**src/rtl/fifo_drain_if.sv**
```systemverilog
// Bundle of the FIFO read-side and downstream stream signals of fifo_drain.
// master: the drain block itself; slave: the surrounding FIFO/sink environment.
interface fifo_drain_if #(
    parameter int Width = 8
);
    logic             fifo_empty;
    logic [Width-1:0] fifo_data_out;
    logic             fifo_rd_en;
    logic             flush;
    logic             m_valid;
    logic [Width-1:0] m_data;
    logic             m_ready;

    modport master (
        input  fifo_empty,
        input  fifo_data_out,
        input  flush,
        input  m_ready,
        output fifo_rd_en,
        output m_valid,
        output m_data
    );

    modport slave (
        output fifo_empty,
        output fifo_data_out,
        output flush,
        output m_ready,
        input  fifo_rd_en,
        input  m_valid,
        input  m_data
    );
endinterface

```
**src/rtl/fifo_drain.sv**
```systemverilog
// Drains a registered-read FIFO into a valid/ready stream through a 2-entry skid buffer.
// Optional FIFO_DRAIN_STATS_EN adds a 16-bit wrapping accepted-beat counter output.
module fifo_drain_chk #(
    parameter int Width = 8
) (
    input logic             clk,
    input logic             rst_n,
    input logic [1:0]       buf_cnt,
    input logic             load,
    input logic             pop,
    input logic             flush,
    input logic             fifo_empty,
    input logic             fifo_rd_en,
    input logic             m_valid,
    input logic             m_ready,
    input logic [Width-1:0] m_data
);
    // The read-enable throttle must make a load into a full buffer impossible.
    a_no_load_full: assert property (@(posedge clk) disable iff (!rst_n)
        !(load && !pop && (buf_cnt == 2'd2)));

    a_no_underflow: assert property (@(posedge clk) disable iff (!rst_n)
        !(fifo_rd_en && fifo_empty));

    a_cnt_range: assert property (@(posedge clk) disable iff (!rst_n)
        (buf_cnt != 2'd3));

    a_valid_cnt: assert property (@(posedge clk) disable iff (!rst_n)
        (m_valid == (buf_cnt != 2'd0)));

    a_no_rd_on_flush: assert property (@(posedge clk) disable iff (!rst_n)
        !(flush && fifo_rd_en));

    // A stalled beat stays put until accepted or flushed.
    a_hold_stable: assert property (@(posedge clk) disable iff (!rst_n)
        (m_valid && !m_ready && !flush) |=> (m_valid && $stable(m_data)));
endmodule

module fifo_drain #(
    parameter int Width = 8
) (
    input  logic                clk,
    input  logic                rst_n,
    fifo_drain_if.master        dif
`ifdef FIFO_DRAIN_STATS_EN
    ,
    output logic [15:0]         beat_cnt
`endif
);
    localparam logic [1:0] BUF0 = 2'd0;
    localparam logic [1:0] BUF1 = 2'd1;
    localparam logic [1:0] BUF2 = 2'd2;

    logic [1:0]       buf_cnt_q, buf_cnt_d;
    logic             infl_q, infl_d;
    logic             run_q, run_d;
    logic             m_valid_q, m_valid_d;
    logic [Width-1:0] head_q, head_d;
    logic [Width-1:0] tail_q, tail_d;

    logic             pop_s;
    logic             load_s;
    logic             rd_en_s;
    logic [2:0]       occ_s;

    // Handshake decode; occ_s is the buffer occupancy after this edge if no new read.
    always_comb begin
        pop_s   = (buf_cnt_q != BUF0) && dif.m_ready;
        load_s  = infl_q;
        occ_s   = {1'b0, buf_cnt_q} + {2'b00, infl_q} - {2'b00, pop_s};
        rd_en_s = run_q && !dif.fifo_empty && !dif.flush && (occ_s < 3'd2);
    end

    // run_q keeps reads off until the first edge after reset release.
    always_comb begin
        buf_cnt_d = buf_cnt_q;
        head_d    = head_q;
        tail_d    = tail_q;
        infl_d    = rd_en_s;
        run_d     = 1'b1;
        if (dif.flush) begin
            buf_cnt_d = BUF0;
            infl_d    = 1'b0;
        end else begin
            case (buf_cnt_q)
                BUF0: begin
                    if (load_s) begin
                        head_d    = dif.fifo_data_out;
                        buf_cnt_d = BUF1;
                    end else begin
                        buf_cnt_d = BUF0;
                    end
                end
                BUF1: begin
                    if (load_s && pop_s) begin
                        head_d = dif.fifo_data_out;
                    end else if (load_s) begin
                        tail_d    = dif.fifo_data_out;
                        buf_cnt_d = BUF2;
                    end else if (pop_s) begin
                        buf_cnt_d = BUF0;
                    end else begin
                        buf_cnt_d = BUF1;
                    end
                end
                BUF2: begin
                    // A load without pop cannot arrive here; the throttle forbids it.
                    if (load_s && pop_s) begin
                        head_d = tail_q;
                        tail_d = dif.fifo_data_out;
                    end else if (pop_s) begin
                        head_d    = tail_q;
                        buf_cnt_d = BUF1;
                    end else begin
                        buf_cnt_d = BUF2;
                    end
                end
                default: begin
                    buf_cnt_d = BUF0;
                end
            endcase
        end
        m_valid_d = (buf_cnt_d != BUF0);
    end

    // Buffer state, data registers and the registered valid output.
    always_ff @(posedge clk or negedge rst_n) begin
        if (!rst_n) begin
            buf_cnt_q <= BUF0;
            infl_q    <= 1'b0;
            run_q     <= 1'b0;
            m_valid_q <= 1'b0;
            head_q    <= {Width{1'b0}};
            tail_q    <= {Width{1'b0}};
        end else begin
            buf_cnt_q <= buf_cnt_d;
            infl_q    <= infl_d;
            run_q     <= run_d;
            m_valid_q <= m_valid_d;
            head_q    <= head_d;
            tail_q    <= tail_d;
        end
    end

    assign dif.fifo_rd_en = rd_en_s;
    assign dif.m_valid    = m_valid_q;
    assign dif.m_data     = head_q;

`ifdef FIFO_DRAIN_STATS_EN
    logic [15:0] beat_cnt_q, beat_cnt_d;

    // Accepted-beat counter; wraps naturally and is cleared only by reset.
    always_comb begin
        if (pop_s) begin
            beat_cnt_d = beat_cnt_q + 16'd1;
        end else begin
            beat_cnt_d = beat_cnt_q;
        end
    end

    // Beat counter register.
    always_ff @(posedge clk or negedge rst_n) begin
        if (!rst_n) begin
            beat_cnt_q <= 16'd0;
        end else begin
            beat_cnt_q <= beat_cnt_d;
        end
    end

    assign beat_cnt = beat_cnt_q;
`endif

    fifo_drain_chk #(.Width(Width)) u_chk (
        .clk        (clk),
        .rst_n      (rst_n),
        .buf_cnt    (buf_cnt_q),
        .load       (load_s),
        .pop        (pop_s),
        .flush      (dif.flush),
        .fifo_empty (dif.fifo_empty),
        .fifo_rd_en (rd_en_s),
        .m_valid    (m_valid_q),
        .m_ready    (dif.m_ready),
        .m_data     (head_q)
    );
endmodule

```
**src/flat_wrapper.sv**
```systemverilog
// flat-port wrapper written by rule: the top's interface ports become plain ports
module fifo_drain_flat 
#(
    parameter int Width = 8
)
  (clk, rst_n, dif_fifo_empty, dif_fifo_data_out, dif_flush, dif_m_ready, dif_fifo_rd_en, dif_m_valid, dif_m_data);
  fifo_drain_if #(.Width(Width)) dif_i ();
  input  logic clk;
  input  logic rst_n;
  input wire logic [$bits(dif_i.fifo_empty)-1:0] dif_fifo_empty;
  input wire logic [$bits(dif_i.fifo_data_out)-1:0] dif_fifo_data_out;
  input wire logic [$bits(dif_i.flush)-1:0] dif_flush;
  input wire logic [$bits(dif_i.m_ready)-1:0] dif_m_ready;
  output wire logic [$bits(dif_i.fifo_rd_en)-1:0] dif_fifo_rd_en;
  output wire logic [$bits(dif_i.m_valid)-1:0] dif_m_valid;
  output wire logic [$bits(dif_i.m_data)-1:0] dif_m_data;
  assign dif_i.fifo_empty = dif_fifo_empty;
  assign dif_i.fifo_data_out = dif_fifo_data_out;
  assign dif_i.flush = dif_flush;
  assign dif_i.m_ready = dif_m_ready;
  assign dif_fifo_rd_en = dif_i.fifo_rd_en;
  assign dif_m_valid = dif_i.m_valid;
  assign dif_m_data = dif_i.m_data;
  fifo_drain #(.Width(Width)) u_core (.clk(clk), .rst_n(rst_n), .dif(dif_i));
endmodule
```
**config.mk**
```make
export PLATFORM = sky130hd
export DESIGN_NAME = fifo_drain_flat
export DESIGN_NICKNAME = d
export VERILOG_FILES = /design/src/rtl/fifo_drain_if.sv /design/src/rtl/fifo_drain.sv /design/src/flat_wrapper.sv
export SDC_FILE = /design/constraint.sdc
export NUM_CORES = 1
export LEC_CHECK = 0
export BUFFER_PORTS_ARGS = -buffer_cell sky130_fd_sc_hd__buf_2
export CORE_MARGIN = 1.5
export CORE_UTILIZATION = 50
export CTS_BUF_LIST = sky130_fd_sc_hd__clkbuf_16
export DETAILED_ROUTE_END_ITERATION = 7
export PLACE_DENSITY = 0.81
export SLEW_MARGIN = 30
export SYNTH_ARGS = -nofsm -noshare
export SYNTH_HDL_FRONTEND = slang
export SYNTH_SLANG_ARGS = --single-unit
export TNS_END_PERCENT = 100
```
**constraint.sdc**
```tcl
create_clock -name clk -period 2.4 [get_ports clk]
set_clock_uncertainty 0.05 [all_clocks]
set_input_delay 0.36 -clock clk [delete_from_list [all_inputs] [get_ports clk]]
set_output_delay 0.36 -clock clk [all_outputs]
set_load 0.1 [all_outputs]
```
### Word-level counts from Yosys, hierarchy flattened

Index checks and enable logic that the tools add are counted.

* bits in registers: 21
* input port bits: 13
* output and inout bits: 10
* logic and storage cells: 48

* add/sub/neg operators: 2
* $lt $le $gt $ge: 1
* equal/unequal tests: 8
* muxes and demuxes: 16
* bitwise operators: 1
* reduce and logical (&&, ||, !) cells: 14

Operator list (number)
* 8-bit two-way mux: 5
* 8-bit one-hot mux with 3 select lines: 1
* 8-bit one-hot mux with 2 select lines: 1
* 2-bit two-way mux: 5
* 5-bit AND reduction: 2
* 2-bit by 1-bit inequality test with 1-bit output (second input constant): 4
* 2-bit one-hot mux with 3 select lines: 1
* 2-bit nonzero test: 3
* 1-bit logical AND: 5
* 2-bit by 1-bit adder with 3-bit output: 1
* 3-bit by 2-bit less-than comparator with 1-bit output (second input constant): 1
* 1-bit two-way mux: 3
* 3-bit by 1-bit inequality test with 1-bit output (second input constant): 1
* 3-bit nonzero test: 1
* 3-bit by 1-bit subtractor with 3-bit output: 1
* 2-bit by 1-bit == test with 1-bit output (second input constant): 1
* 2-bit == test (second input constant): 1
* 1-bit logical NOT: 2
* 2-bit logical NOT: 1
* 2-bit inequality test (second input constant): 1
* 1-bit inverter: 1

### Longest topological paths before layout

Gate-level depths: netlist (run 1).

* word-level depth: 8
* gate-level depth with buffers: 8
* depth with buffers taken out: 8

### Worst setup path after synthesis (run 1)

OpenSTA, ideal clock, no wires.

* path kind: register to output
* from: register u_core.buf_cnt_q[1]
* to: output port dif_fifo_rd_en
* arrival time: 3.066 ns
* data required time: 1.990 ns
* setup slack: -1.076 ns
* stages on the path, launching flop included: 9
* path buffers: 0
* cells stage by stage: dfrtp_1 inv_1 ha_1 nand2b_1 nor2_1 o21ai_0 fa_1 nand4bb_1 nor2_1

* longest elaborated chain between the ends: 5
* elaborated cells on any way between the ends: 6
* those cells by class: add/sub (2); order compare (1); reduce/logical (3)

RTL lines
* start, declared: RTL line fifo_drain.sv:54 `logic [1:0] buf_cnt_q, buf_cnt_d;`
* start signal, assigned: RTL line fifo_drain.sv:136 `buf_cnt_q <= buf_cnt_d;`
* parallel branches: the longest is 2 deep, another holds 2-bit by 1-bit adder with 3-bit output
* 3-bit by 1-bit subtractor with 3-bit output *: RTL line fifo_drain.sv:70 `occ_s = {1'b0, buf_cnt_q} + {2'b00, infl_q} - {2'b00, pop_s};`
* 3-bit by 2-bit less-than comparator with 1-bit output *: RTL line fifo_drain.sv:71 `rd_en_s = run_q && !dif.fifo_empty && !dif.flush && (occ_s < 3'd2);`
* 1-bit logical AND *: RTL line fifo_drain.sv:71
* end, declared: RTL line flat_wrapper.sv:14 `output wire logic [$bits(dif_i.fifo_rd_en)-1:0] dif_fifo_rd_en;`

Every way passes the cells marked *.

### Final worst setup path (run 1)

* from: register u_core.buf_cnt_q[0]
* to: output port dif_fifo_rd_en

The elaborated chain is that of the path after synthesis.

==> summary.md, run 1 <==
| Metric | Value |
|---|---|
| Worst VDD drop | 1.09 mV |
| Worst Setup Path Type | flip-flop to output pin |
| Initial Util | 52.0% |
| TNS Setup | -0.246 ns |
| Post-synthesis simple-gate area fraction | 8.56% |
| Maximum buffer depth of the clock tree | 2 |
| RSZ-0062 raised after global routing | yes |
| 1st-pass router iterations | 2 |
| Cell type with the highest aggregate area in the netlist | dfrtp_1 |
| Synth area leaders | dfrtp_1, mux2_4, mux2_2 |
| Via Count | 745 |
| Cell Int Power | 1.01 mW |
| M1 wire length | 959 um |
| Max Fclk | 0.378 GHz |
| Max Cap Viol | 0 |
| Max Used Layer | met4 |
| Final period util | 110% |
| Core area | 0.00219 mm2 |
| Share of power burned in registers | 30.5% |
| Yosys reg bits | 21 |
| Yosys warns | 0 |
| DP HPWL | 1570 um |
| WP data arrival | 2.24 ns |
| Port Buffer Count | 22 |
| Pre-CTS setup slack | -0.0762 ns |
| Share of layout cells above drive strength 1 | 59.0% |
| Worst-Skew Late Latency | 0.25 ns |
| Adder-Cell Fraction of Synth Area | 6.15% |
| Clk root buf | clkbuf_16 |
| ANT cells | 0 |
| Final wirelength | 2180 um |
| Initial DRC count | 2 |
| Outcome | finished, violations left |
| Post-route ant nets | 0 |
| Leak pwr | 0.745 nW |
| Async set-reset flop share out of synthesis | 100% |
| P_sw | 0.871 mW |
| Pin count of the biggest net entering global routing | 22 |
| Ys flop type | dfrtp_1 |
| Synth Instances | 86 |
| Max-slew headroom | 63.8% |
| Metal2 WL | 1100 um |
| Final slew viol count | 0 |
| CTS tree | yes |
| Worst setup EP type | output pin |
| Reg clk slew, reported paths | 0.06 ns |
| Layout fillers | 150 |
| Vias in the first global route | 787 |
| Final worst setup slack | -0.246 ns |
| Mux cell area share after synthesis | 29.0% |
| Placer Congestion | 0.823 |
| Hold crit path type | input pin to asynchronous set/reset pin |
| Syn Area/Cell | 13.3 um2 |
| Total track usage | 20.1% |
| Num ports | 23 |
| Met3 WL | 97 um |
| WL/cell | 15.0 um |
| Area share of the largest cell type after synthesis | 46.1% |
| Initial antenna violation count | 0 |
| Largest family of logic cells by synthesized area | multiplexers |
| Internal reg-to-reg setup slack | 0.24 ns |
| CP Data Required Time | 1.99 ns |
| Total CTS buffers | 3 |
| Switching portion of total power | 46.3% |
| Failing checks | negative setup slack |
| Syn nets | 104 |
| First-pass GRT wire length | 3730 um |
| Worst-path maximum fanout | 3 |
| Mapped cell area | 0.00114 mm2 |
| Via density | 5.14 |
| DIE WIDTH | 50.7 um |
| Nets | 136 |
| Layout area overhead | 27.9% |
| Compound-gate portion of the synthesized area | 5.60% |
| Post-synth EDFFs | 0 |
| Die area | 0.00258 mm2 |
| Clk sinks | 21 |
| Seq/Total Area, Yosys | 46.1% |
| Synth Area in XOR/XNOR | 0.768% |
| Total grt overflow | 0 |
| Comb pwr share | 51.2% |
| Clk network pwr share | 18.2% |
| Worst-Margin Slew | 0.543 ns |
| Distinct cells, synth | 26 |
| Minimum clock period | 2.65 ns |
| Pwr dens | 1290 mW/mm2 |
| H-tree Lvls | 1 |
| Chip height | 50.7 um |
| Startpoint Class | flip-flop |
| Post-route DRC violation count | 0 |
| Row cnt | 17 |
| Final count of hold timing violations | 0 |
| Setup Viol. Count Final | 1 |
## synthesized netlist by cell type (2+ instances only)
master / count
nor2_1: 5
mux2_2: 8
inv_1: 3
nand2_1: 3
mux2_4: 16
a21oi_1: 2
a221o_1: 2
ha_1: 4
nand2b_1: 2
o21ai_0: 2
buf_2: 2
nor3_1: 3
dfrtp_1: 21
## metal layers
layer	vias up	track usage, %
met5	-	0
met1	369	24.6
met3	4	6.85
met2	15	33.8
met4	0	5.41
li1	357	-
## layout make-up
type | instances | area, um2 | share of cell area, %
tap | 28 | 35.0 | 2.40
timing repair buffer | 31 | 193 | 13.2
sequential | 21 | 527 | 36.1
clock inverter | 1 | 5.00 | 0.343
clock buffer | 3 | 75.1 | 5.15
multi-input combinational | 58 | 612 | 42.0
inverter | 3 | 11.3 | 0.773
## through the flow
stage	hold slack, ns	cells	instance area (um2)	util [%]	power, mW
CTS	0.0200	144	1450	66.1	1.89
detailed placement	0.293	138	1340	61.2	1.53
finish	0.00700	145	1460	66.5	1.88
global placement	0.284	138	1340	61.2	1.50
floorplan	0.0144	86	1160	-	1.37
global route	0.0495	145	1460	66.5	1.96
## logic make-up after synthesis
logic type | count (synthesis)
and+or+nand+nor | 18
AOI/OAI and AO/OA | 9
adders and majority gates | 5
DFF | 21
xor gates and xnor gates | 1
other | 1
buffers and inverters | 7
muxes | 24
## placed cells by master (no fill, tap or decap), types with 2 or more instances in the layout
cell	netlist	routed
nor2_1	5	2
ha_1	4	3
mux2_4	16	16
nand2_1	3	3
clkbuf_16	0	3
buf_2	2	21
mux2_2	8	8
a221o_1	2	2
dfrtp_1	21	20
nor2_4	0	2
nor3_1	3	3
inv_2	0	2
a21oi_1	2	2
buf_4	1	9
## sequential cells by signal (all words and copies together) (netlist names)
signal and flops:
u_core.run_q 1, u_core.dif.m_valid 1, u_core.tail_q 8, u_core.infl_q 1, u_core.dif.m_data 8, u_core.buf_cnt_q 2
## power groups by stage
stage | sequential [mW] | combinational (mW) | clock [mW]
CTS | 0.574 | 0.964 | 0.354
detailed placement | 0.577 | 0.952 | 0
floorplan | 1.09 | 0.287 | 0
finish | 0.575 | 0.964 | 0.343
global placement | 0.566 | 0.937 | 0
global route | 0.590 | 1.01 | 0.366
## worst max-delay path, stage by stage, from the launching register on
cell and delay, ns:
dfrtp_2 0.40, inv_2 0.08, ha_4 0.14, and2b_2 0.23
nor2_2 0.07, o21ai_1 0.07, fa_1 0.49, nand4bb_1 0.17
nor2_4 0.15, buf_12 0.18
## final timing paths
path                                             startpoint                          endpoint  cells past startpoint
max                           u_core.buf_cnt_q[0]$_DFF_PN0_                    dif_fifo_rd_en                      9
min                                                   rst_n  u_core.dif.m_data[3]$_DFFE_PN0P_                      1
max reg2reg                   u_core.buf_cnt_q[0]$_DFF_PN0_  u_core.dif.m_data[5]$_DFFE_PN0P_                      7
min reg2reg                u_core.dif.m_data[2]$_DFFE_PN0P_  u_core.dif.m_data[2]$_DFFE_PN0P_                      1
max in group asynchronous                             rst_n     u_core.buf_cnt_q[0]$_DFF_PN0_                      1
min in group clk                                  dif_flush     u_core.buf_cnt_q[1]$_DFF_PN0_                      2
## repair_timing
action / 4_1_cts / 5_1_grt
hold buffers: 0 / 0
pin swaps: 2 / 1
endpoints found under the setup margin: 1 / 1
gates resized for setup: 3 / 1
setup buffers: 2 / 1
gates cloned: 0 / 0
No activity file was read; power rests on OpenSTA's default activity.
==> run 2, diff against run 1 <==
--- a/config.mk
+++ b/config.mk
@@ -6,11 +6,13 @@
 export NUM_CORES = 1
 export LEC_CHECK = 0
 export BUFFER_PORTS_ARGS = -buffer_cell sky130_fd_sc_hd__buf_2
+export CELL_PAD_IN_SITES_DETAIL_PLACEMENT = 2
+export CELL_PAD_IN_SITES_GLOBAL_PLACEMENT = 2
 export CORE_MARGIN = 1.5
-export CORE_UTILIZATION = 50
+export CORE_UTILIZATION = 36
 export CTS_BUF_LIST = sky130_fd_sc_hd__clkbuf_16
 export DETAILED_ROUTE_END_ITERATION = 7
-export PLACE_DENSITY = 0.81
+export PLACE_DENSITY = 0.85
 export SLEW_MARGIN = 30
 export SYNTH_ARGS = -nofsm -noshare
 export SYNTH_HDL_FRONTEND = slang
==> run 2 against run 1 <==
The flow still finishes with violations (negative setup slack); sequential power barely moved; die area is 36% higher; critical path depth stayed put; largest cell class unchanged; register-to-register slack lost 0.13 ns.
==> summary.md, run 2 (same netlist as run 1, synthesis figures left out) <==
| Metric | Value |
|---|---|
| CP max-delay cell | fa_1 |
| Reg2reg start | u_core.buf_cnt_q[0]$_DFF_PN0_ |
| Post-DP Area | 0.00136 mm2 (+1.5%) |
| Final worst setup slack | -0.359 ns (-0.113 ns) |
| CP cell instances | inv_2, ha_4, and2b_2, nor2_4, o21ai_2, fa_1, nand4bb_1, nor2_4, buf_12 |
| Core area | 0.00303 mm2 (+38%) |
| Share of layout cells above drive strength 1 | 58.6% (-0.35 points) |
| Reg2Reg Depth | 7 (unchanged) |
| WL/cell | 16.8 um (+12%) |
| Leak pwr | 0.743 nW (-0.26%) |
| Setup Viol. Count Final | 1 (unchanged) |
| RSZ-0062 raised after global routing | yes |
| Post-route cell area | 0.00148 mm2 (+1.4%) |
| Nets | 135 (-0.74%) |
| Vias in the first global route | 883 (+12%) |
| Outcome | finished, violations left |
| First-pass GRT wire length | 4330 um (+16%) |
| Layout area overhead | 29.6% |
| CP Data Required Time | 1.99 ns (about the same) |
| Internal reg-to-reg setup slack | 0.11 ns (-0.13 ns) |
| Most frequent CP cell | nor2_4 |
| Post-route ant nets | 0 (unchanged) |
| Port Buffer Count | 22 (unchanged) |
| Final slew viol count | 0 (unchanged) |
| Commonest non-fill, non-tap cell in the layout | buf_2 |
| Final wirelength | 2680 um (+23%) |
| Critical path depth | 9 (unchanged) |
| Via density | 4.80 (-6.6%) |
| Maximum buffer depth of the clock tree | 2 (unchanged) |
| Commonest cells after routing, fill and taps aside | buf_2, dfrtp_1, mux2_4 |
| Pwr dens | 1280 mW/mm2 (-0.84%) |
| Initial antenna violation count | 0 (unchanged) |
| Worst R2R End | u_core.dif.m_data[4]$_DFFE_PN0P_ |
| ANT cells | 0 (unchanged) |
| Pin count of the biggest net entering global routing | 22 (unchanged) |
| Total grt overflow | 0 (unchanged) |
| Core Util, Final | 48.8% (-18 points) |
| Finished Layout Cells | 160 (+10%) |
| Worst Setup Path Type | flip-flop to output pin |
| Placer Congestion | 0.819 (-0.41%) |
| Reg clk slew, reported paths | 0.06 ns (about the same) |
| Via Count | 768 (+3.1%) |
| H-tree Lvls | 1 (unchanged) |
| Worst-Margin Slew | 0.592 ns (+0.0493 ns) |
| Row cnt | 20 (+3) |
| Total CTS buffers | 3 (unchanged) |
| Hold crit path type | input pin to asynchronous set/reset pin |
| Num ports | 23 (unchanged) |
| DP HPWL | 1940 um (+24%) |
| Worst VDD drop | 0.403 mV (-63%) |
| Final count of hold timing violations | 0 (unchanged) |
| Initial Util | 37.6% (-14 points) |
| Critical path endpoint | dif_fifo_rd_en |
| Worst setup EP type | output pin |
| Worst-path maximum fanout | 3 (unchanged) |
| Final hold slack | 0.00251 ns (-0.00449 ns) |
| Worst-Skew Late Latency | 0.25 ns (about the same) |
| Failing checks | negative setup slack |
| Total track usage | 17.6% (-2.5 points) |
| Chip height | 59.3 um (+17%) |
| CP startpoint | u_core.buf_cnt_q[0]$_DFF_PN0_ |
| Die area | 0.00351 mm2 (+36%) |
| 1st-pass router iterations | 2 (unchanged) |
| Worst path bufs/invs | 2 (unchanged) |
| Max-slew headroom | 60.5% (-3.3 points) |
| Family with the most delay on the worst path | adder cells |
| Post-route DRC violation count | 0 (unchanged) |
| Crit-path max cell delay | 0.54 ns (+0.05 ns) |
| DIE WIDTH | 59.3 um (+17%) |
| Max Fclk | 0.362 GHz (-4.1%) |
| Startpoint Class | flip-flop |
| Clk sinks | 21 (unchanged) |
| Minimum clock period | 2.76 ns (+0.113 ns) |
| WP data arrival | 2.35 ns (+0.11 ns) |
| Hold-fix buffers at CTS | 0 (unchanged) |
| Initial DRC count | 15 (+13) |
| CTS tree | yes |
| Final period util | 115% (+4.7 points) |
| Clk root buf | clkbuf_16 |
| Dpl cells | 154 (+12%) |
| Max Cap Viol | 0 (unchanged) |
[run 2: cell types whose count changed in the layout (fill, tap and decap cells not counted), sizes merged]
cell    before  now
buf         31   30
clkinv       1    0
inv          3    4
[run 2: layer usage]
| layer | share of wire (%) | routed length [um] | up-vias | GRT usage (%) |
|---|---|---|---|---|
| met5 | 0 | 0 | - | 0 |
| met4 | 1.4 | 37 | 0 | 8.77 |
| met3 | 3.5 | 93 | 4 | 2.84 |
| met2 | 55 | 1480 | 17 | 31.2 |
| met1 | 40 | 1070 | 386 | 20.2 |
| li1 | - | - | 361 | - |
[run 2: timing repair]
action                     CTS  global route
resized for setup            5             1
buffers inserted             1             1
setup endpoints to repair    1             1
pin swaps                    2             3
[run 2: through the flow]
stage	TNS, ns	total power, mW	setup WS (ns)
global placement	-0.0221	1.51	-0.0221
global route	-0.435	1.97	-0.435
CTS	-0.367	1.90	-0.367
detailed placement	-0.181	1.54	-0.181
floorplan	-0.254	1.37	-0.254
finish	-0.359	1.89	-0.359
[run 2: layout make-up]
type | count | area, um2
inverter | 3 | 11.3
sequential | 21 | 527
clock buffer | 3 | 75.1
multi-input combinational | 58 | 621
clock inverter | 1 | 3.75
timing repair buffer | 30 | 185
fill | 292 | 1550
tap | 44 | 55.1
[run 2: worst min-delay path by stage]
stage          start                               end  depth (start not counted)
6_report       rst_n  u_core.dif.m_data[0]$_DFFE_PN0P_                          1
5_1_grt        rst_n      u_core.tail_q[0]$_DFFE_PN0P_                          1
4_1_cts        rst_n  u_core.dif.m_data[0]$_DFFE_PN0P_                          1
3_5_place_dp   rst_n  u_core.dif.m_data[0]$_DFFE_PN0P_                          1
3_3_place_gp   rst_n  u_core.dif.m_data[1]$_DFFE_PN0P_                          1
2_1_floorplan  rst_n     u_core.buf_cnt_q[0]$_DFF_PN0_                          0
[run 2: power breakdown]
group	switching [mW]	internal, mW	total (mW)
clock	0.122	0.222	0.344
combinational	0.680	0.291	0.972
sequential	0.0791	0.497	0.577
==> run 3, diff against run 2 <==
--- a/config.mk
+++ b/config.mk
@@ -8,7 +8,7 @@
 export BUFFER_PORTS_ARGS = -buffer_cell sky130_fd_sc_hd__buf_2
 export CELL_PAD_IN_SITES_DETAIL_PLACEMENT = 2
 export CELL_PAD_IN_SITES_GLOBAL_PLACEMENT = 2
-export CORE_MARGIN = 1.5
+export CORE_MARGIN = 5
 export CORE_UTILIZATION = 36
 export CTS_BUF_LIST = sky130_fd_sc_hd__clkbuf_16
 export DETAILED_ROUTE_END_ITERATION = 7
==> run 3 against run 2 <==
The flow still finishes with violations (negative setup slack); worst hold slack better by 0.0070 ns; final area is 1.4% higher; final cell count is 1.9% higher; utilization is 0.30 points higher; largest power group unchanged; setup slack better by 0.044 ns; first-iteration DRC count is 20% higher; critical path depth stayed put; sequential power hardly changed; critical path type unchanged; total power is 0.20% higher; count of clock-buffer cells in the layout stayed put; die area is 25% higher; combinational power hardly changed.
==> summary.md, run 3 (same netlist as run 1, synthesis figures left out) <==
| Metric | Value |
|---|---|
| Die area | 0.00439 mm2 (+25%) |
| Power consumption | 1.90 mW (+0.20%) |
| Final slew viol count | 0 (unchanged) |
| Placer Congestion | 0.786 (-4.0%) |
| Total grt overflow | 0 (unchanged) |
| CP Data Required Time | 1.99 ns (about the same) |
| Num ports | 23 (unchanged) |
| Startpoint Class | flip-flop |
| Initial antenna violation count | 0 (unchanged) |
| Worst setup EP type | output pin |
| Final worst setup slack | -0.315 ns (+0.0436 ns) |
| Via density | 4.84 (+0.84%) |
| Max Fclk | 0.368 GHz (+1.6%) |
| Initial Util | 37.3% (-0.31 points) |
| Nets | 138 (+2.2%) |
| Initial DRC count | 18 (+3) |
| Leak pwr | 0.753 nW (+1.4%) |
| Core area | 0.00305 mm2 (+0.83%) |
| WP data arrival | 2.31 ns (-0.04 ns) |
| Crit-path max cell delay | 0.50 ns (-0.04 ns) |
| Total CTS buffers | 3 (unchanged) |
| DP HPWL | 2050 um (+5.4%) |
| Total track usage | 14.4% (-3.2 points) |
| Layout area overhead | 31.5% |
| Area of the multi-input gates | 618 um2 (-0.40%) |
| CP max-delay cell | fa_1 |
| Final count of hold timing violations | 0 (unchanged) |
| Reg clk slew, reported paths | 0.06 ns (about the same) |
| Worst Setup Path Type | flip-flop to output pin |
| Worst-Margin Slew | 0.590 ns (-0.00182 ns) |
| Max-slew headroom | 60.6% (+0.12 points) |
| Clk sinks | 21 (unchanged) |
| WL/cell | 17.3 um (+3.4%) |
| First-pass GRT wire length | 4710 um (+8.7%) |
| TNS Setup | -0.315 ns (+0.0436 ns) |
| Hold crit path type | input pin to asynchronous set/reset pin |
| Internal reg-to-reg setup slack | 0.09 ns (-0.02 ns) |
| Minimum clock period | 2.72 ns (-0.0436 ns) |
| Failing checks | negative setup slack |
| Hold-fix buffers at CTS | 0 (unchanged) |
| Post-DP Area | 0.00136 mm2 (unchanged) |
| Pin count of the biggest net entering global routing | 22 (unchanged) |
| Worst-path maximum fanout | 3 (unchanged) |
| Maximum buffer depth of the clock tree | 2 (unchanged) |
| Post-route cell area | 0.00150 mm2 (+1.4%) |
| Share of layout cells above drive strength 1 | 61.3% (+2.7 points) |
| Row cnt | 20 (unchanged) |
| Final period util | 113% (-1.8 points) |
| 1st-pass router iterations | 2 (unchanged) |
| Setup Viol. Count Final | 1 (unchanged) |
| Reg2Reg Depth | 11 (+4) |
| Vias in the first global route | 992 (+12%) |
| Via Count | 789 (+2.7%) |
| RSZ-0062 raised after global routing | yes |
| Port Buffer Count | 22 (unchanged) |
| Pwr dens | 1260 mW/mm2 (-1.2%) |
| Seq. cell area | 527 um2 (unchanged) |
| Commonest non-fill, non-tap cell in the layout | buf_2 |
| ANT cells | 0 (unchanged) |
| Outcome | finished, violations left |
| Post-route ant nets | 0 (unchanged) |
| Worst VDD drop | 0.341 mV (-15%) |
| Final wirelength | 2830 um (+5.4%) |
| H-tree Lvls | 1 (unchanged) |
| Clk root buf | clkbuf_16 |
| CP cell instances | inv_2, ha_4, and2b_2, nor2_2, o21ai_2, fa_1, nand4bb_1, nor2_4, buf_12 |
| DIE WIDTH | 66.3 um (+12%) |
| Reg2reg start | u_core.buf_cnt_q[0]$_DFF_PN0_ |
| Layout fillers | 324 (+11%) |
| Worst R2R End | u_core.infl_q$_DFF_PN0_ |
| Chip height | 66.3 um (+12%) |
| Commonest cells after routing, fill and taps aside | buf_2, dfrtp_1, mux2_4 |
| CTS tree | yes |
| Max Cap Viol | 0 (unchanged) |
| Worst-Skew Late Latency | 0.25 ns (about the same) |
| Post-route DRC violation count | 0 (unchanged) |
## run 3: cell types whose count changed in the layout (fill, tap and decap cells not counted)
| cell | delta |
|---|---|
| buf_4 | +3 |
| nor2_2 | +2 |
| clkinv_2 | +1 |
| inv_1 | -1 |
| nor2_1 | -1 |
| nor2_4 | -1 |
## run 3: worst max-delay path by stage
stage | startpoint | to | slack, ns | cells after the start
floorplan | u_core.buf_cnt_q[1]$_DFF_PN0_ | dif_fifo_rd_en | -0.25 | 8
global placement | u_core.buf_cnt_q[0]$_DFF_PN0_ | dif_fifo_rd_en | -0.01 | 9
detailed placement | u_core.buf_cnt_q[1]$_DFF_PN0_ | dif_fifo_rd_en | -0.11 | 9
CTS | u_core.buf_cnt_q[0]$_DFF_PN0_ | dif_fifo_rd_en | -0.31 | 9
global route | u_core.buf_cnt_q[0]$_DFF_PN0_ | dif_fifo_rd_en | -0.43 | 9
finish | u_core.buf_cnt_q[0]$_DFF_PN0_ | dif_fifo_rd_en | -0.32 | 9
## run 3: metal layers
metal	vias up	wire [um]	track usage [%]
li1	365	-	-
met1	403	1070	15.2
met2	17	1610	27.8
met3	4	118	2.72
met4	0	24	5.08
met5	-	0	0
## run 3: final cells by class
cell class                 instances  area share (%)
timing repair buffer              33            13.9
multi-input combinational         58            41.2
sequential                        21            35.1
tap                               44            3.67
inverter                           3           0.751
clock buffer                       3            5.01
clock inverter                     1           0.334
## run 3: what timing repair did
item                       in CTS  in global routing
pin swaps                       2                  2
buffers inserted                3                  2
setup endpoints to repair       1                  1
gates resized for setup         4                  2
## run 3: critical path: cells and delay by family (launching register included)
kind	cells	cell delay, ns
adder cells (fa/ha/maj)	2	0.64
AO/OA/AOI/OAI	1	0.06
buffers and inverters	2	0.27
AND/OR/NAND/NOR	4	0.67
flip-flops	1	0.41
## run 3: per-stage QoR
step	hold slack (ns)	std cells	util, %	worst slack [ns]
after floorplan	0.0144	86	-	-0.254
after global placement	0.293	154	44.5	-0.0142
after detailed placement	0.300	154	44.5	-0.111
after CTS	0.0260	161	48.4	-0.309
after global routing	0.0500	163	49.1	-0.429
final	0.00950	163	49.1	-0.315
## run 3: power breakdown
group          internal [mW]  leakage [nW]  switching (mW)
registers              0.497         0.256          0.0798
clock network          0.223        0.0409           0.124
logic                  0.292         0.456           0.679
total                   1.01         0.753           0.883
